--- src/rtl/br_cdc_fifo_pop_upsizer_if.sv ---
// Handshake bundle for the pop-side upsizer: narrow beats in, wide flits out.
// The slave modport is the upsizer's view; master is the view of whatever feeds and drains it.
interface br_cdc_fifo_pop_upsizer_if #(
  parameter int Width = 8,
  parameter int Ratio = 4
);
  logic                     push_valid;
  logic                     push_ready;
  logic [Width-1:0]         push_data;
  logic                     push_last;
  logic                     pop_valid;
  logic                     pop_ready;
  logic [Width*Ratio-1:0]   pop_data;
  logic [Ratio-1:0]         pop_mask;
  logic                     pop_last;

  modport slave (
    input  push_valid, push_data, push_last, pop_ready,
    output push_ready, pop_valid, pop_data, pop_mask, pop_last
  );

  modport master (
    output push_valid, push_data, push_last, pop_ready,
    input  push_ready, pop_valid, pop_data, pop_mask, pop_last
  );
endinterface

--- src/rtl/br_cdc_fifo_pop_upsizer_out_reg.sv ---
// Wide-flit output register. A load may coincide with a drain, which keeps flits back-to-back.
// Payload only changes on a load, so it never toggles while pop_valid is low.
module br_cdc_fifo_pop_upsizer_out_reg #(
  parameter int Width = 8,
  parameter int Ratio = 4
) (
  input  logic                   clk,
  input  logic                   rst,
  input  logic                   load,
  input  logic [Width*Ratio-1:0] load_data,
  input  logic [Ratio-1:0]       load_mask,
  input  logic                   load_last,
  input  logic                   pop_ready,
  output logic                   pop_valid,
  output logic [Width*Ratio-1:0] pop_data,
  output logic [Ratio-1:0]       pop_mask,
  output logic                   pop_last,
  output logic                   can_load
);
  assign can_load = !pop_valid || pop_ready;

  // NOTE: sequential state is updated with non-blocking assignments only, so every
  // register samples the pre-edge values regardless of process ordering.
  always_ff @(posedge clk or posedge rst) begin
    if (rst) begin
      pop_valid <= 1'b0;
      pop_data  <= '0;
      pop_mask  <= '0;
      pop_last  <= 1'b0;
    end else if (load) begin
      pop_valid <= 1'b1;
      pop_data  <= load_data;
      pop_mask  <= load_mask;
      pop_last  <= load_last;
    end else if (pop_ready) begin
      pop_valid <= 1'b0;
    end
  end
endmodule

--- src/rtl/br_cdc_fifo_pop_upsizer.sv ---
// Pop-side width upsizer: packs Ratio narrow beats (or fewer, when closed by push_last)
// into one registered wide flit with a contiguous lane mask.
module br_cdc_fifo_pop_upsizer #(
  parameter int Width = 8,
  parameter int Ratio = 4,
  parameter bit EnableAssertPushValidStability = 1'b1,
  parameter bit EnableAssertFinalNotValid = 1'b1
) (
  input  logic clk,
  input  logic rst,
  br_cdc_fifo_pop_upsizer_if.slave up,
  output logic busy
);
  localparam int NumAsmLanes = Ratio - 1;
  localparam int CntWidth    = $clog2(Ratio);

  typedef logic [CntWidth-1:0] lane_idx_t;

  localparam lane_idx_t LastIdx = lane_idx_t'(Ratio - 1);

  lane_idx_t                             cnt;
  logic [NumAsmLanes-1:0][Width-1:0]     asm_lanes;
  logic [Ratio-1:0][Width-1:0]           flit_data;
  logic [Ratio-1:0]                      flit_mask;
  logic                                  completing;
  logic                                  accept;
  logic                                  load;
  logic                                  can_load;

  // Only a completing beat needs the output register, so only it can be stalled.
  assign completing    = (cnt == LastIdx) || up.push_last;
  assign up.push_ready = !completing || can_load;
  assign accept        = up.push_valid && up.push_ready;
  assign load          = accept && completing;
  assign busy          = (cnt != '0) || up.pop_valid;

  // NOTE: every combinational output gets a default before any conditional
  // assignment; otherwise a missed branch infers a latch.
  always_comb begin
    flit_data = '0;
    flit_mask = '0;
    for (int k = 0; k < NumAsmLanes; k++) begin
      if (lane_idx_t'(k) < cnt) begin
        flit_data[k] = asm_lanes[k];
        flit_mask[k] = 1'b1;
      end
    end
    for (int k = 0; k < Ratio; k++) begin
      if (lane_idx_t'(k) == cnt) begin
        flit_data[k] = up.push_data;
        flit_mask[k] = 1'b1;
      end
    end
  end

  // NOTE: the assembly lanes are reset even though the mask already hides stale
  // lanes; cleared storage keeps the first flit after reset deterministic.
  always_ff @(posedge clk or posedge rst) begin
    if (rst) begin
      cnt       <= '0;
      asm_lanes <= '0;
    end else if (accept) begin
      if (completing) begin
        cnt <= '0;
      end else begin
        cnt <= cnt + lane_idx_t'(1);
        for (int k = 0; k < NumAsmLanes; k++) begin
          if (lane_idx_t'(k) == cnt) asm_lanes[k] <= up.push_data;
        end
      end
    end
  end

  br_cdc_fifo_pop_upsizer_out_reg #(
    .Width (Width),
    .Ratio (Ratio)
  ) u_out_reg (
    .clk       (clk),
    .rst       (rst),
    .load      (load),
    .load_data (flit_data),
    .load_mask (flit_mask),
    .load_last (up.push_last),
    .pop_ready (up.pop_ready),
    .pop_valid (up.pop_valid),
    .pop_data  (up.pop_data),
    .pop_mask  (up.pop_mask),
    .pop_last  (up.pop_last),
    .can_load  (can_load)
  );

`ifndef SYNTHESIS
  logic [Ratio-1:0] mask_plus_one;
  assign mask_plus_one = up.pop_mask + {{(Ratio-1){1'b0}}, 1'b1};

  if (EnableAssertPushValidStability) begin : g_push_stable
    a_push_stable: assert property (@(posedge clk) disable iff (rst)
      up.push_valid && !up.push_ready |=> up.push_valid && $stable(up.push_data) && $stable(up.push_last));
  end

  a_pop_stable: assert property (@(posedge clk) disable iff (rst)
    up.pop_valid && !up.pop_ready |=> up.pop_valid && $stable(up.pop_data) && $stable(up.pop_mask)
      && $stable(up.pop_last));

  a_cnt_range: assert property (@(posedge clk) disable iff (rst) cnt <= LastIdx);

  // A contiguous-from-zero mask plus one has no bits in common with the mask.
  a_mask_shape: assert property (@(posedge clk) disable iff (rst)
    up.pop_valid |-> (up.pop_mask != '0) && ((up.pop_mask & mask_plus_one) == '0));

  c_partial_flit: cover property (@(posedge clk) disable iff (rst) up.pop_valid && !up.pop_mask[Ratio-1]);
  c_back_to_back: cover property (@(posedge clk) disable iff (rst) up.pop_valid && up.pop_ready && load);
  c_stalled_beat: cover property (@(posedge clk) disable iff (rst) up.push_valid && completing && !can_load);

  final begin
    if (EnableAssertFinalNotValid) begin
      a_final_idle: assert (!up.pop_valid && cnt == '0);
    end
  end
`endif
endmodule

--- src/flat_wrapper.sv ---
// flat-port wrapper written by rule: the top's interface ports become plain ports
module br_cdc_fifo_pop_upsizer_flat 
#(
  parameter int Width = 8,
  parameter int Ratio = 4,
  parameter bit EnableAssertPushValidStability = 1'b1,
  parameter bit EnableAssertFinalNotValid = 1'b1
)
  (clk, rst, busy, up_push_valid, up_push_data, up_push_last, up_pop_ready, up_push_ready, up_pop_valid, up_pop_data, up_pop_mask, up_pop_last);
  br_cdc_fifo_pop_upsizer_if #(.Width(Width), .Ratio(Ratio)) up_i ();
  input  logic clk;
  input  logic rst;
  output logic busy;
  input wire logic [$bits(up_i.push_valid)-1:0] up_push_valid;
  input wire logic [$bits(up_i.push_data)-1:0] up_push_data;
  input wire logic [$bits(up_i.push_last)-1:0] up_push_last;
  input wire logic [$bits(up_i.pop_ready)-1:0] up_pop_ready;
  output wire logic [$bits(up_i.push_ready)-1:0] up_push_ready;
  output wire logic [$bits(up_i.pop_valid)-1:0] up_pop_valid;
  output wire logic [$bits(up_i.pop_data)-1:0] up_pop_data;
  output wire logic [$bits(up_i.pop_mask)-1:0] up_pop_mask;
  output wire logic [$bits(up_i.pop_last)-1:0] up_pop_last;
  assign up_i.push_valid = up_push_valid;
  assign up_i.push_data = up_push_data;
  assign up_i.push_last = up_push_last;
  assign up_i.pop_ready = up_pop_ready;
  assign up_push_ready = up_i.push_ready;
  assign up_pop_valid = up_i.pop_valid;
  assign up_pop_data = up_i.pop_data;
  assign up_pop_mask = up_i.pop_mask;
  assign up_pop_last = up_i.pop_last;
  br_cdc_fifo_pop_upsizer #(.Width(Width), .Ratio(Ratio), .EnableAssertPushValidStability(EnableAssertPushValidStability), .EnableAssertFinalNotValid(EnableAssertFinalNotValid)) u_core (.clk(clk), .rst(rst), .up(up_i), .busy(busy));
endmodule
--- config.mk ---
export PLATFORM = sky130hd
export DESIGN_NAME = br_cdc_fifo_pop_upsizer_flat
export DESIGN_NICKNAME = d
export VERILOG_FILES = /design/src/rtl/br_cdc_fifo_pop_upsizer_if.sv /design/src/rtl/br_cdc_fifo_pop_upsizer_out_reg.sv /design/src/rtl/br_cdc_fifo_pop_upsizer.sv /design/src/flat_wrapper.sv
export SDC_FILE = /design/constraint.sdc
export NUM_CORES = 1
export LEC_CHECK = 0
export CORE_ASPECT_RATIO = 1.4
export CORE_MARGIN = 10
export CORE_UTILIZATION = 35
export DETAILED_ROUTE_END_ITERATION = 10
export PLACE_DENSITY = 0.61
export SLEW_MARGIN = 15
export SYNTH_ARGS = -nofsm -noshare
export SYNTH_HDL_FRONTEND = slang
export SYNTH_SLANG_ARGS = --single-unit
export TNS_END_PERCENT = 1
--- constraint.sdc ---
create_clock -name clk -period 1.89 [get_ports clk]
set_input_delay 0.378 -clock clk [delete_from_list [all_inputs] [get_ports clk]]
set_output_delay 0.378 -clock clk [all_outputs]
set_load 0.005 [all_outputs]
==> impl_metrics.json <==
{
  "status": "finished, final reports clean",
  "cpPeakStageDelay_ns": 0.40,
  "ys_types": 29,
  "crit_slowest_cell": "dfrtp_1",
  "period_needed_ns": 1.79,
  "path_class": "register to register",
  "grt_max_degree": 55,
  "final.setup.worst_slack_ns": 0.0971,
  "p_per_area_nw_per_um2": 1670,
  "rsz0062_at_grt": "false",
  "synthCells": 201,
  "crit_path_cell_trace": "buf_6 -> buf_4 -> buf_4 -> ha_2 -> nor2b_2 -> a22o_1 -> mux2_2",
  "cts_tree": "done",
  "nets": 293,
  "diodes": 0,
  "io_buffer_count": 52,
  "clkSinkCount": 64,
  "synth_seq_cells": 64,
  "clockPowerShare_pct": 28.7,
  "path_buf_inv": 3,
  "antenna_found_initial": 0,
  "grt_pass1_vias": 2023,
  "avgSynthCellArea_um2": 14.4,
  "crit_top_cell": "buf_4",
  "cts_buffer_depth": 2,
  "area_delta_synth_final_pct": 40.0,
  "insertion_delay_ns": 0.33,
  "first_pass_iters": 2,
  "synth.area.top_cells": "dfrtp_1, mux2_2, mux2_4",
  "skew_ns": 0.00575,
  "start_kind": "register",
  "drc": 0,
  "fp.dieH_um": 128,
  "yosysTopAreaCell": "dfrtp_1",
  "regToRegSetupSlack_ns": 0.1,
  "reg2regPathDepth": 7,
  "worst_setup_path_end_kind": "register",
  "synth_warnings": 0,
  "grt_pass1_wl_mm": 10.3,
  "slew-limit-headroom_pct": 72.2,
  "yosysTopAreaCellShare_pct": 55.4,
  "ys_seq_area_share_pct": 55.4,
  "wl_per_cell_um": 16.3,
  "final-setup-viol-count": 0,
  "antenna_left": 0,
  "hpwlAfterDp_mm": 4.53,
  "final_cell_area_um2": 4050,
  "postPlaceCellArea_um2": 3640,
  "crit_arrival_ns": 2.00,
  "cts_root_buf": "clkbuf_16",
  "htreeDepth": 3,
  "crit_fanout": 5,
  "totalWireLength_mm": 6.23,
  "syn-num-nets": 220,
  "p_sw_share_pct": 25.9,
  "cts_made_buffers": 9,
  "syn_area_um2": 2890,
  "pin_count": 53,
  "r2r-start": "u_core.cnt[0]",
  "postCtsHoldBufs": 0,
  "p_int_mw": 5.01,
  "routed_via_density": 4.76,
  "dr.first_iter.drc_count": 39,
  "final.fill_count": 740,
  "netSwitchingPower_mw": 1.75,
  "min_path_type": "primary input to async pin",
  "drv_cap": 0,
  "dp_slack_ns": -0.204,
  "timing.final.max_slew_violations": 0,
  "cp_top_family": "flip-flops",
  "reg2reg_to": "u_core.u_out_reg.pop_data[20]",
  "vias": 1814,
  "place_inst": 360,
  "die-area_um2": 12300,
  "die_w_um": 96.8,
  "combPwrFrac_pct": 37.2,
  "drive_gt1_share_pct": 37.3,
  "peakVddDrop_mv": 0.616,
  "clk_pin_slew_ns": 0.05,
  "crit_required_ns": 2.10,
  "rows": 39,
  "grt_use_total_pct": 10.3,
  "leakagePower_nw": 1.86,
  "gp_congestion": 0.751,
  "initial_core_util_pct": 35.7,
  "instances_no_fill": 381,
  "post-route-period-util_pct": 94.9,
  "hold_slack_ns": 0.347,
  "seqPwrFrac_pct": 34.1,
  "hold_viol": 0,
  "fmax_mhz": 558,
  "core_area_um2": 8100,
  "worstMarginPinSlew_ns": 0.418,
  "gr-total-overflow": 0
}
## state kept, by name, indices dropped and copies added (netlist names)
name and count:
u_core.u_out_reg.pop_valid 1, u_core.u_out_reg.pop_mask 4, u_core.asm_lanes 24, u_core.u_out_reg.pop_data 32, u_core.cnt 2, u_core.u_out_reg.pop_last 1
## through the flow
stage,setup TNS (ns),utilization [%],total power [mW]
2_1_floorplan,0,-,3.63
3_3_place_gp,-0.915,44.9,4.74
3_5_place_dp,-1.75,44.9,4.79
4_1_cts,0,50.0,6.84
5_1_grt,0,50.0,7.16
6_report,0,50.0,6.76
## synthesized netlist by cell type
cell,number
buf_2,5
inv_1,6
buf_6,1
a32o_1,1
a31oi_1,1
a22o_1,19
clkbuf_1,2
and4_1,1
nand3b_4,1
a21oi_1,1
mux2_4,18
ha_1,6
nor2_1,1
mux2i_1,2
nand2b_1,2
nand2_1,11
buf_8,1
nor2_4,1
buf_12,1
nor2b_1,2
nand2b_2,1
dfrtp_1,64
buf_4,2
o21ai_0,7
nand3_1,1
mux2_2,38
and3_1,3
a21o_1,1
or2_2,1
## what timing repair did
item,4_1_cts,5_1_grt
setup buffers,5,0
setup endpoints to repair,2,5
gates resized for setup,8,3
pin swaps,0,0
## worst max path at each step
stage / start / end / slack [ns] / cells past startpoint
floorplan: u_core.cnt[1] / u_core.asm_lanes[0] / 0.23 / 6
global placement: up_push_last / up_push_ready / -0.19 / 4
detailed placement: up_push_last / up_push_ready / -0.20 / 4
CTS: u_core.cnt[0] / up_push_ready / 0.003 / 5
global route: u_core.cnt[1] / up_push_ready / 0.03 / 5
finish: u_core.cnt[0] / u_core.u_out_reg.pop_data[20] / 0.1 / 7
## cells in the final DEF, fill, tap and decap left out, types with 2 or more instances in the layout
master / count
mux2_4: 18
and3_1: 3
mux2i_1: 2
clkdlybuf4s50_1: 49
mux2_2: 38
inv_1: 5
a22o_1: 19
clkbuf_16: 9
buf_12: 5
ha_1: 4
dlygate4sd2_1: 2
dfrtp_1: 63
buf_4: 16
clkbuf_8: 2
bufinv_16: 3
o21ai_0: 7
nand2_1: 11
clkinvlp_4: 2
nand2b_1: 2
## power groups by stage
stage                     Clock [mW]  Sequential, mW  Combinational (mW)
after floorplan                    0            2.32                1.32
after global placement             0            2.32                2.42
after detailed placement           0            2.34                2.45
after CTS                       1.96            2.31                2.57
after global routing            2.06            2.39                2.72
final                           1.94            2.31                2.51
## metal layers
| metal | track usage, % | vias to the layer above | routed length, um |
|---|---|---|---|
| li1 | - | 860 | - |
| met1 | 11.1 | 910 | 2580 |
| met2 | 17.0 | 35 | 3170 |
| met3 | 4.10 | 9 | 347 |
| met4 | 5.22 | 0 | 125 |
| met5 | 0 | - | 0 |
## cell families after synthesis
| family | count (synthesis) | synth area share [%] |
|---|---|---|
| AOI/OAI and AO/OA | 30 | 7.97 |
| adders and majority gates | 6 | 2.60 |
| buffers and inverters | 18 | 4.03 |
| DFF | 64 | 55.4 |
| muxes | 58 | 24.8 |
| and+or+nand+nor | 25 | 5.15 |
## cell type report
type | count | area [um2] | area share, %
Clock buffer | 11 | 253 | 6.25
Multi-Input combinational cell | 119 | 1190 | 29.4
Sequential cell | 64 | 1600 | 39.6
Clock inverter | 5 | 103 | 2.54
Inverter | 6 | 26.3 | 0.649
Tap cell | 102 | 128 | 3.15
Timing Repair Buffer | 74 | 744 | 18.4
Note: power is estimated with default switching activity, not from simulation.
